==> config.mk <==
export PLATFORM = sky130hd
export DESIGN_NAME = als_spi_responder
export DESIGN_NICKNAME = d
export VERILOG_FILES = /design/src/rtl/als_spi_responder.sv
export SDC_FILE = /design/constraint.sdc
export NUM_CORES = 1
export LEC_CHECK = 0
export BUFFER_PORTS_ARGS = -buffer_cell sky130_fd_sc_hd__buf_2
export CAP_MARGIN = 20
export CORE_AREA = 2 2 76 78
export CTS_CLUSTER_SIZE = 40
export DETAILED_ROUTE_END_ITERATION = 7
export DIE_AREA = 0 0 78 80
export PLACE_DENSITY = 0.51
export SYNTH_ARGS = -nofsm -noshare
export SYNTH_HDL_FRONTEND = slang
export SYNTH_SLANG_ARGS = --single-unit
export TNS_END_PERCENT = 100
==> constraint.sdc <==
create_clock -name clk -period 1.6 [get_ports clk]
set_input_delay 0.32 -clock clk [delete_from_list [all_inputs] [get_ports clk]]
set_output_delay 0.32 -clock clk [all_outputs]
set_load 0.01 [all_outputs]
==> src/rtl/als_spi_responder.sv <==
// ---------------------------------------------------------------------------
// als_spi_responder
//
// Purpose:
//   SPI responder that stands in for an 8-bit ambient-light-sensor ADC
//   (ADC081S021-style frame). It lets the light-sensor SPI reader run on the
//   board or in simulation without the Pmod fitted. The reader's cs/sclk are
//   sampled in the clk domain. Each frame shifts out a word of LEAD_ZEROS zero
//   bits, then DATA_WIDTH data bits (MSB first), then trailing zero bits. The
//   data value comes from a shadow register that the host can write.
//
// Ports:
//   clk         in   system clock
//   rst_n       in   asynchronous active-low reset
//   cs          in   chip select from the reader, active-low, asynchronous to clk
//   sclk        in   serial clock from the reader, asynchronous to clk
//   sdata       out  serial data to the reader, MSB first
//   sdata_oe    out  1 while sdata is driven (frame open); the top level tri-states otherwise
//   sample_in   in   value to report in later frames
//   sample_we   in   one-cycle write strobe for sample_in into the shadow register
//   busy        out  a frame is in progress
//   frame_done  out  one-cycle pulse: cs rose after all FRAME_BITS rising edges
//   frame_abort out  one-cycle pulse: cs rose before FRAME_BITS rising edges
// ---------------------------------------------------------------------------
module als_spi_responder #(
  parameter int SYNC_STAGES = 2,
  parameter int FRAME_BITS  = 16,
  parameter int LEAD_ZEROS  = 3,
  parameter int DATA_WIDTH  = 8
) (
  input  logic                  clk,
  input  logic                  rst_n,
  input  logic                  cs,
  input  logic                  sclk,
  output logic                  sdata,
  output logic                  sdata_oe,
  input  logic [DATA_WIDTH-1:0] sample_in,
  input  logic                  sample_we,
  output logic                  busy,
  output logic                  frame_done,
  output logic                  frame_abort
);

  localparam int TRAIL_ZEROS = FRAME_BITS - LEAD_ZEROS - DATA_WIDTH;
  localparam int CNT_W       = $clog2(FRAME_BITS + 1);

  typedef enum logic [1:0] {
    IDLE,
    SHIFT,
    HOLD
  } state_e;

  // Synchronizers and edge-detect history. These reset to 1 so that an idle
  // (high) cs does not produce a false edge when reset is released.
  logic [SYNC_STAGES-1:0] cs_sync_q, cs_sync_d;
  logic [SYNC_STAGES-1:0] sclk_sync_q, sclk_sync_d;
  logic                   cs_hist_q, sclk_hist_q;
  logic                   cs_s, sclk_s;
  logic                   cs_fall, cs_rise, sclk_rise, sclk_fall;

  state_e                 state_q, state_d;
  logic [FRAME_BITS-1:0]  word_q, word_d;
  logic [CNT_W-1:0]       rise_cnt_q, rise_cnt_d;
  logic [DATA_WIDTH-1:0]  shadow_q, shadow_d;
  logic                   sdata_q, sdata_d;
  logic                   sdata_oe_q, sdata_oe_d;
  logic                   busy_q, busy_d;
  logic                   frame_done_q, frame_done_d;
  logic                   frame_abort_q, frame_abort_d;

  logic [FRAME_BITS-1:0]  frame_new;
  logic [FRAME_BITS-1:0]  word_shifted;

  always_comb begin
    cs_sync_d   = {cs_sync_q[SYNC_STAGES-2:0], cs};
    sclk_sync_d = {sclk_sync_q[SYNC_STAGES-2:0], sclk};
  end

  assign cs_s      = cs_sync_q[SYNC_STAGES-1];
  assign sclk_s    = sclk_sync_q[SYNC_STAGES-1];
  assign cs_fall   = cs_hist_q & ~cs_s;
  assign cs_rise   = ~cs_hist_q & cs_s;
  assign sclk_rise = ~sclk_hist_q & sclk_s;
  assign sclk_fall = sclk_hist_q & ~sclk_s;

  always_ff @(posedge clk or negedge rst_n) begin
    if (!rst_n) begin
      cs_sync_q   <= '1;
      sclk_sync_q <= '1;
      cs_hist_q   <= 1'b1;
      sclk_hist_q <= 1'b1;
    end else begin
      cs_sync_q   <= cs_sync_d;
      sclk_sync_q <= sclk_sync_d;
      cs_hist_q   <= cs_s;
      sclk_hist_q <= sclk_s;
    end
  end

  // The frame word is built from the shadow value as it is *before* any write
  // in the same cycle. A write that coincides with cs_fall therefore shows up
  // only from the next frame on.
  assign frame_new = FRAME_BITS'(shadow_q) << TRAIL_ZEROS;

  // After k rising edges the next bit to present is word[FRAME_BITS-1-k].
  // That bit is the MSB of the word shifted left by k.
  assign word_shifted = word_q << rise_cnt_q;

  always_comb begin
    state_d       = state_q;
    word_d        = word_q;
    rise_cnt_d    = rise_cnt_q;
    sdata_d       = sdata_q;
    sdata_oe_d    = sdata_oe_q;
    frame_done_d  = 1'b0;
    frame_abort_d = 1'b0;
    shadow_d      = sample_we ? sample_in : shadow_q;

    case (state_q)
      IDLE: begin
        if (cs_fall) begin
          word_d     = frame_new;
          rise_cnt_d = '0;
          sdata_d    = frame_new[FRAME_BITS-1];
          sdata_oe_d = 1'b1;
          state_d    = SHIFT;
        end
      end
      SHIFT: begin
        // A cs_rise takes priority, so an sclk edge in the same cycle is dropped.
        if (cs_rise) begin
          frame_abort_d = 1'b1;
          sdata_oe_d    = 1'b0;
          sdata_d       = 1'b0;
          state_d       = IDLE;
        end else if (sclk_rise) begin
          rise_cnt_d = rise_cnt_q + CNT_W'(1);
          if (rise_cnt_q == CNT_W'(FRAME_BITS - 1)) begin
            state_d = HOLD;
          end
        end else if (sclk_fall && (rise_cnt_q != '0)) begin
          // A falling edge before the first rise is the CPOL=1 lead edge.
          // It must not advance the data.
          sdata_d = word_shifted[FRAME_BITS-1];
        end
      end
      HOLD: begin
        if (cs_rise) begin
          frame_done_d = 1'b1;
          sdata_oe_d   = 1'b0;
          sdata_d      = 1'b0;
          state_d      = IDLE;
        end else if (sclk_fall) begin
          sdata_d = 1'b0;
        end
      end
      default: begin
        state_d = IDLE;
      end
    endcase

    busy_d = (state_d != IDLE);
  end

  always_ff @(posedge clk or negedge rst_n) begin
    if (!rst_n) begin
      state_q       <= IDLE;
      word_q        <= '0;
      rise_cnt_q    <= '0;
      shadow_q      <= '0;
      sdata_q       <= 1'b0;
      sdata_oe_q    <= 1'b0;
      busy_q        <= 1'b0;
      frame_done_q  <= 1'b0;
      frame_abort_q <= 1'b0;
    end else begin
      state_q       <= state_d;
      word_q        <= word_d;
      rise_cnt_q    <= rise_cnt_d;
      shadow_q      <= shadow_d;
      sdata_q       <= sdata_d;
      sdata_oe_q    <= sdata_oe_d;
      busy_q        <= busy_d;
      frame_done_q  <= frame_done_d;
      frame_abort_q <= frame_abort_d;
    end
  end

  assign sdata       = sdata_q;
  assign sdata_oe    = sdata_oe_q;
  assign busy        = busy_q;
  assign frame_done  = frame_done_q;
  assign frame_abort = frame_abort_q;

endmodule

; ---- After elaboration in Yosys (flattened, before gate mapping)
; Index checks and enable logic that the tools add are counted.
; Widths: inputs -> output; s select.
[op_classes]
bitwise_logic = 8
shifts = 1
n_addsub = 1
n_reduce_logical = 12
muxes = 23
eq_ne = 10
[ops]
columns = op, n
row1 = $shl 13x5->16, 1
row2 = $mux 5, 3
row3 = $mux 1, 11
row4 = $mux 2, 5
row5 = $pmux 5 s2, 1
row6 = $ne 3x3->1 const B, 3
row7 = $ne 2x2->1 const B, 3
row8 = $pmux 2 s3, 1
row9 = $reduce_bool 2->1, 3
row10 = $add 5x1->5 const B, 1
row11 = $eq 5x4->1 const B, 1
row12 = $reduce_and 5->1, 1
row13 = $reduce_bool 5->1, 1
row14 = $and 1x1->1, 4
row15 = $not 1->1, 4
row16 = $reduce_and 4->1, 1
row17 = $pmux 1 s3, 1
row18 = $reduce_and 3->1, 1
row19 = $reduce_bool 3->1, 1
row20 = $eq 2x1->1 const B, 1
row21 = $eq 2x2->1 const B, 1
row22 = $logic_not 2->1, 1
row23 = $ne 2x1->1 const B, 1
row24 = $pmux 1 s2, 1
row25 = 3 further kinds, 3
[word_totals]
ff_bits = 34
wordCells = 68
input_bits = 13
output_inout_bits = 5

; ---- Longest topological paths before layout
; Gate-level depths: netlist (run 1).
[depth]
word_depth = 7
mapped_depth = 8
depth_no_buf = 7

; ---- Worst setup path after synthesis (run 1)
; OpenSTA, ideal clock, no wires.
[synth_timing]
path_type = register -> register
from = register state_q[0]
to = register rise_cnt_q[3]
setup_time_ns = 0.119
period_less_slack_ns = 1.531
arrival_ns = 1.411
n_path_buf = 1
slack_ns = 0.069
t_required_ns = 1.481
stages_incl_launch_ff = 9
path_cell_list = dfrtp_1 > inv_1 > ha_1 > buf_2 > or2_1 > o2111ai_1 > nand2_2 > mux2i_1 > nand2_1
[synth_between]
elab_chain_len = 3
word_cells_on_any_way = 8
cone_classes = 4 x eq/ne / 1 x mux / 3 x reduce/logical
[synth_lines]
columns = element, line_no
row1 = "start, declared", 61  ; state_e state_q, state_d;
row2 = "start signal, assigned", 177  ; state_q <= state_d;
row3 = $eq 2x1->1 / $logic_not 2->1 (equally long branches), 119  ; case (state_q)
row4 = $ne 2x2->1 (no source line) / $reduce_bool 2->1 (equally long branches), -
row5 = $reduce_and 4->1 (no source line), -
row6 = "end signal, assigned", 179  ; rise_cnt_q <= rise_cnt_d;
row7 = "end, declared", 63  ; logic [CNT_W-1:0] rise_cnt_q, rise_cnt_d;
; Several ways; a longest one is shown, not always the timed one.
; A chain may end at the register's enable or synchronous reset.

; ---- Worst setup path after layout (run 1)
; Same ends and word-level chain as after synthesis.

==> results of run 1 <==
registers in the layout, indices dropped and copies added (netlist names), 2 cells and up:
register and cells:
shadow_q 8, state_q 2, word_q 8, rise_cnt_q 5
cs_sync_q 2, sclk_sync_q 2
through the flow:
| step | total power, mW | setup slack, ps | area (um2) |
|---|---|---|---|
| after floorplan | 1.89 | 69.0 | 1580 |
| after global placement | 2.18 | -6.25 | 1800 |
| after detailed placement | 2.22 | -52.3 | 1800 |
| after CTS | 2.99 | 4.56 | 1930 |
| after global routing | 3.28 | -12.4 | 2010 |
| final | 3.07 | 58.5 | 2010 |
how the worst max path moves through the flow:
stage	slack, ps	startpoint	cells past startpoint	endpoint
final	60	state_q[0]	7	rise_cnt_q[3]
after global routing	-10	state_q[1]	7	rise_cnt_q[3]
after CTS	5	state_q[1]	7	rise_cnt_q[3]
after detailed placement	-50	state_q[1]	7	rise_cnt_q[3]
after global placement	-6	state_q[1]	7	rise_cnt_q[3]
after floorplan	70	state_q[0]	8	rise_cnt_q[3]
final cells by class:
type | count | area, um2
fill | 547 | 3400
sequential | 34 | 858
multi-input combinational | 86 | 733
timing repair buffer | 31 | 190
clock buffer | 8 | 110
tap | 72 | 90.1
inverter | 7 | 26.3
worst reg2reg max path: stages (launching register included):
cell and delay (ps):
dfrtp_1 400, buf_4 150, ha_4 180, or2_1 240
o2111ai_2 90, nand2_2 150, mux2i_1 180, nand2_1 70
metal layers:
layer / track usage (%) / vias up / wire length, um
met5: 0 / - / 0
met4: 4.21 / 0 / 40
met3: 3.28 / 4 / 116
met2: 16.9 / 21 / 1460
met1: 12.3 / 537 / 1320
li1: - / 531 / -
repair_timing:
action                                  CTS  global route
gates resized for setup                   5            10
hold buffers                              0             0
gates cloned                              0             0
endpoints found under the setup margin   12            15
buffers inserted                          1             4
pin swaps                                 3             5
cells in the mapped netlist (2+ instances only):
library cell  instances  share of area (%)
dfrtp_1              28                 44
mux2_2               16                 11
ha_1                  7                5.5
nand2_1               7                1.7
o21ai_0               7                2.2
dfstp_2               6                 10
inv_1                 6                1.4
nand3_1               5                1.6
a21oi_1               4                1.3
mux2i_1               4                2.5
nor2_1                4               0.95
buf_2                 3               0.95
nand2b_1              3                1.2
nand3b_1              3                1.4
a31oi_1               2               0.79
o21ai_1               2               0.63
or2_1                 2               0.79
logic make-up (layout without fill, tap and decap cells):
| family | after synthesis | in the layout |
|---|---|---|
| flip-flops | 34 | 34 |
| AND/OR/NAND/NOR | 33 | 33 |
| AO/OA/AOI/OAI | 26 | 26 |
| multiplexers | 20 | 20 |
| buffers and inverters | 12 | 46 |
| adder cells (fa/ha/maj) | 7 | 7 |
where the power goes:
group / switching, mW / internal, mW
Clock: 0.295 / 0.434
Combinational: 0.554 / 0.587
Sequential: 0.119 / 1.08
==> results_dict.tcl, run 1 <==
set metrics [dict create \
    synthCells 132 \
    crit_fanout 8 \
    drive_above_1_share_pct 48.2 \
    status "completed" \
    clock_latency_ps 280 \
    synth_compound_area_share_pct 11.1 \
    critPathKind "reg -> reg" \
    cp_data_arrival_time_ps 1710 \
    postLayoutCoreUtil_pct 37.2 \
    wl_per_cell_um 12.3 \
    hold_slack_ps 55.9 \
    fin_nets 185 \
    synth_edf_count 0 \
    worst_path_max_delay_cell "dfrtp_1" \
    maxSlewHeadroom_pct 71.7 \
    rr_endpoint "rise_cnt_q[3]" \
    crit_chain "buf_4 > ha_4 > or2_1 > o2111ai_2 > nand2_2 > mux2i_1 > nand2_1" \
    leakage_nw 0.881 \
    final_cell_mix "dfrtp_1 (28), buf_2 (17), mux2_2 (16)" \
    hold_viol 0 \
    io_pins 18 \
    ys_types 40 \
    antenna_found_initial 0 \
    final_cells 238 \
    routed_via_density 4.59 \
    via_count 1093 \
    tightest_slew_ps 425 \
    peakVddDrop_mv 0.697 \
    final.min_clock_period_ps 1540 \
    async_reset_ff_share_pct 100 \
    seq_area_frac_synth_pct 54.2 \
    yosys.area_share.simple_pct 12.0 \
    synthMuxAreaShare_pct 13.9 \
    die_h_um 80 \
    clkSinkCount 34 \
    grt_pass1_vias 1110 \
    synth_area_per_cell_um2 12.0 \
    die_w_um 78 \
    drv_cap 0 \
    rows 27 \
    fin_crit_sh_pct 96.3 \
    ant_nets 0 \
    cts_buffers 5 \
    gp_congestion 0.795 \
    synth_top_family_by_area "multiplexers" \
    antenna_cells 0 \
    rr_worst_depth 7 \
    core_mm2 0.00541 \
    dp.cells 225 \
    rsz0062_at_grt "yes" \
    dr.pass1.iters 4 \
    final_common_cell "dfrtp_1" \
    grt_max_degree 35 \
    grt_usage_pct 10.2 \
    holdCritPathClass "in -> async" \
    syn-num-nets 152 \
    clk_path_buf_depth 2 \
    synthXorXnorAreaFrac_pct 0 \
    h-tree-depth 2 \
    required_ps 1770 \
    drt_iter0_markers 26 \
    start_util_pct 29.3 \
    skew_ps 6.50 \
    wirelength_um 2940 \
    synthFlopType "dfrtp_1" \
    gr-total-overflow 0 \
    io_buffers 17 \
    drc 0 \
    cp_num_buf_inv 1 \
    crit_family "simple AND/OR/NAND/NOR gates" \
    syn-cell-area_mm2 0.00158 \
    clkTransAtPathRegs_ps 70 \
    areaGrowthSynthToFinish_pct 26.8 \
    p_per_area_mw_per_mm2 1530 \
    grt_pass1_wl_um 4970 \
    end_kind "flop" \
    yosysWarnings 0 \
    setup_tns_ps 0 \
    cts_root_buf "clkbuf_8" \
    die_area_mm2 0.00624 \
    hpwlAfterDp_um 2030 \
    ys_ff_latch 34 \
    setup_viol 0 \
    max_freq_mhz 649 \
    yosys.area_share.adder_pct 5.53 \
    rrSetupSlack_ps 60 \
    critPathMaxStageDelay_ps 400 \
    slew_viol_final 0 \
    reg2reg_from "state_q[0]" \
    critPathLaunchType "flop" \
    cts_tree "yes" \
]
Power figures use the tool's default switching activity.
==> run 2: changes to the inputs <==
- CTS_CLUSTER_DIAMETER: unset -> 100
- SETUP_SLACK_MARGIN: unset -> 0.2
==> results_dict.tcl, run 2 (same netlist as run 1, synthesis figures left out) <==
set metrics [dict create \
    maxSlewHeadroom_pct 72.8 \
    setup_tns_ps 0 \
    wl_per_cell_um 14.5 \
    switching_power_mw 1.16 \
    h-tree-depth 2 \
    fin_nets 197 \
    routed_via_density 4.77 \
    cts_root_buf "clkbuf_8" \
    fin_crit_sh_pct 99.1 \
    skew_ps 7.71 \
    clock_latency_ps 280 \
    final_common_cell "dfrtp_1" \
    max_freq_mhz 631 \
    grt_usage_pct 11.6 \
    drc 0 \
    io_pins 18 \
    areaGrowthSynthToFinish_pct 42.6 \
    leakage_nw 1.00 \
    pre_cts_ws_ps -22.4 \
    sw_frac_of_total_pct 33.4 \
    via_count 1192 \
    io_buffers 17 \
    final_cell_mix "dfrtp_1 (27), buf_2 (17), buf_4 (17)" \
    p_per_area_mw_per_mm2 1530 \
    worst_path_max_delay_cell "dfrtp_1" \
    setup_viol 0 \
    holdCritPathClass "in -> reg" \
    critPathLaunchType "flop" \
    power_frac_clock_pct 19.0 \
    drv_cap 0 \
    crit_fanout 2 \
    hold_viol 0 \
    die_w_um 78 \
    top_regs "shadow_q: 8 flops, word_q: 8 flops, rise_cnt_q: 5 flops" \
    clkTransAtPathRegs_ps 70 \
    cts_tree "yes" \
    tightest_slew_ps 408 \
    cp_data_arrival_time_ps 1750 \
    crit_chain "ha_2 > and3_4 > ha_4 > a21oi_2 > o221ai_2 > a31oi_2 > or2_1" \
    internal_power_mw 2.31 \
    cts_buffers 5 \
    grt_pass1_vias 1208 \
    final.min_clock_period_ps 1590 \
    cp_num_buf_inv 0 \
    seqPwrFrac_pct 35.3 \
    rsz0062_at_grt "yes" \
    clkSinkCount 34 \
    antenna_found_initial 0 \
    gp_congestion 0.800 \
    clk_path_buf_depth 2 \
    die_h_um 80 \
    rows 27 \
    drive_above_1_share_pct 56.2 \
    hpwlAfterDp_um 2200 \
    gr-total-overflow 0 \
    end_kind "flop" \
    grt_pass1_wl_um 5540 \
    drt_iter0_markers 43 \
    start_util_pct 29.3 \
    crit_family "simple AND/OR/NAND/NOR gates" \
    antenna_cells 0 \
    wirelength_um 3630 \
    dr.pass1.iters 4 \
    p_comb_share_pct 45.7 \
    setup_ws_ps 14.5 \
    status "completed" \
    grt_max_degree 21 \
    core_mm2 0.00541 \
    slew_viol_final 0 \
    critPathKind "reg -> reg" \
    peakVddDrop_mv 0.783 \
    critPathMaxStageDelay_ps 380 \
    postLayoutCoreUtil_pct 41.8 \
    die_area_mm2 0.00624 \
    ant_nets 0 \
    total_power_mw 3.47 \
    required_ps 1770 \
]
run 2: changes by cell type in the layout (fill, tap and decap cells not counted), sizes merged:
| cell | change |
|---|---|
| buf | +10 |
| clkbuf | +1 |
| dlygate4sd3 | +1 |
run 2: per-layer routing:
metal | share of wire, % | GRT usage, % | up-vias
li1 | - | - | 557
met1 | 41 | 12.6 | 590
met2 | 52 | 20.5 | 34
met3 | 5.2 | 3.39 | 11
met4 | 2.4 | 5.79 | 0
met5 | 0 | 0 | -
run 2: timing repair:
item                                    in CTS  in global routing
pin swaps                                   11                  6
endpoints found under the setup margin      17                 17
hold buffers                                 1                  0
gates cloned                                 0                  1
buffers inserted                             7                  8
gates resized for setup                     15                 20
endpoints found under the hold margin       14                  0
run 2: final cells by class:
type                       count  area (um2)
sequential                    34         860
timing repair buffer          43         344
clock buffer                   8        90.1
fill                         502        3150
inverter                       7        28.8
multi-input combinational     86         846
tap                           72        90.1
run 2: power by group through the flow:
stage | clock network (mW) | logic [mW] | registers [mW]
6_report | 0.658 | 1.59 | 1.22
5_1_grt | 0.705 | 1.70 | 1.25
4_1_cts | 0.673 | 1.26 | 1.21
3_5_place_dp | 0 | 1.06 | 1.23
3_3_place_gp | 0 | 1.05 | 1.21
2_1_floorplan | 0 | 0.742 | 1.22
run 2: final timing paths:
| check | depth (start not counted) | end | startpoint | slack, ps |
|---|---|---|---|---|
| max | 7 | busy | rise_cnt_q[1] | 10 |
| min | 1 | sclk_sync_q[0] | sclk | 130 |
| max reg2reg | 7 | busy | rise_cnt_q[1] | 10 |
| min reg2reg | 0 | cs_sync_q[1] | cs_sync_q[0] | 360 |
| max in group asynchronous | 3 | cs_sync_q[0] | rst_n | 580 |
| min in group asynchronous | 2 | sdata_oe | rst_n | 490 |
run 2: worst reg2reg max path, cell delays in order, from the launching register on:
cell	delay, ps
dfrtp_1	380
ha_2	190
and3_4	180
ha_4	130
a21oi_2	50
o221ai_2	160
a31oi_2	130
or2_1	240
run 2: stage by stage:
stage	hold WS, ps	cell area [um2]	std cells
after floorplan	24.4	1640	132
final	133	2260	250
after CTS	125	2090	241
after global placement	249	1880	225
after global routing	126	2260	250
after detailed placement	270	1880	225
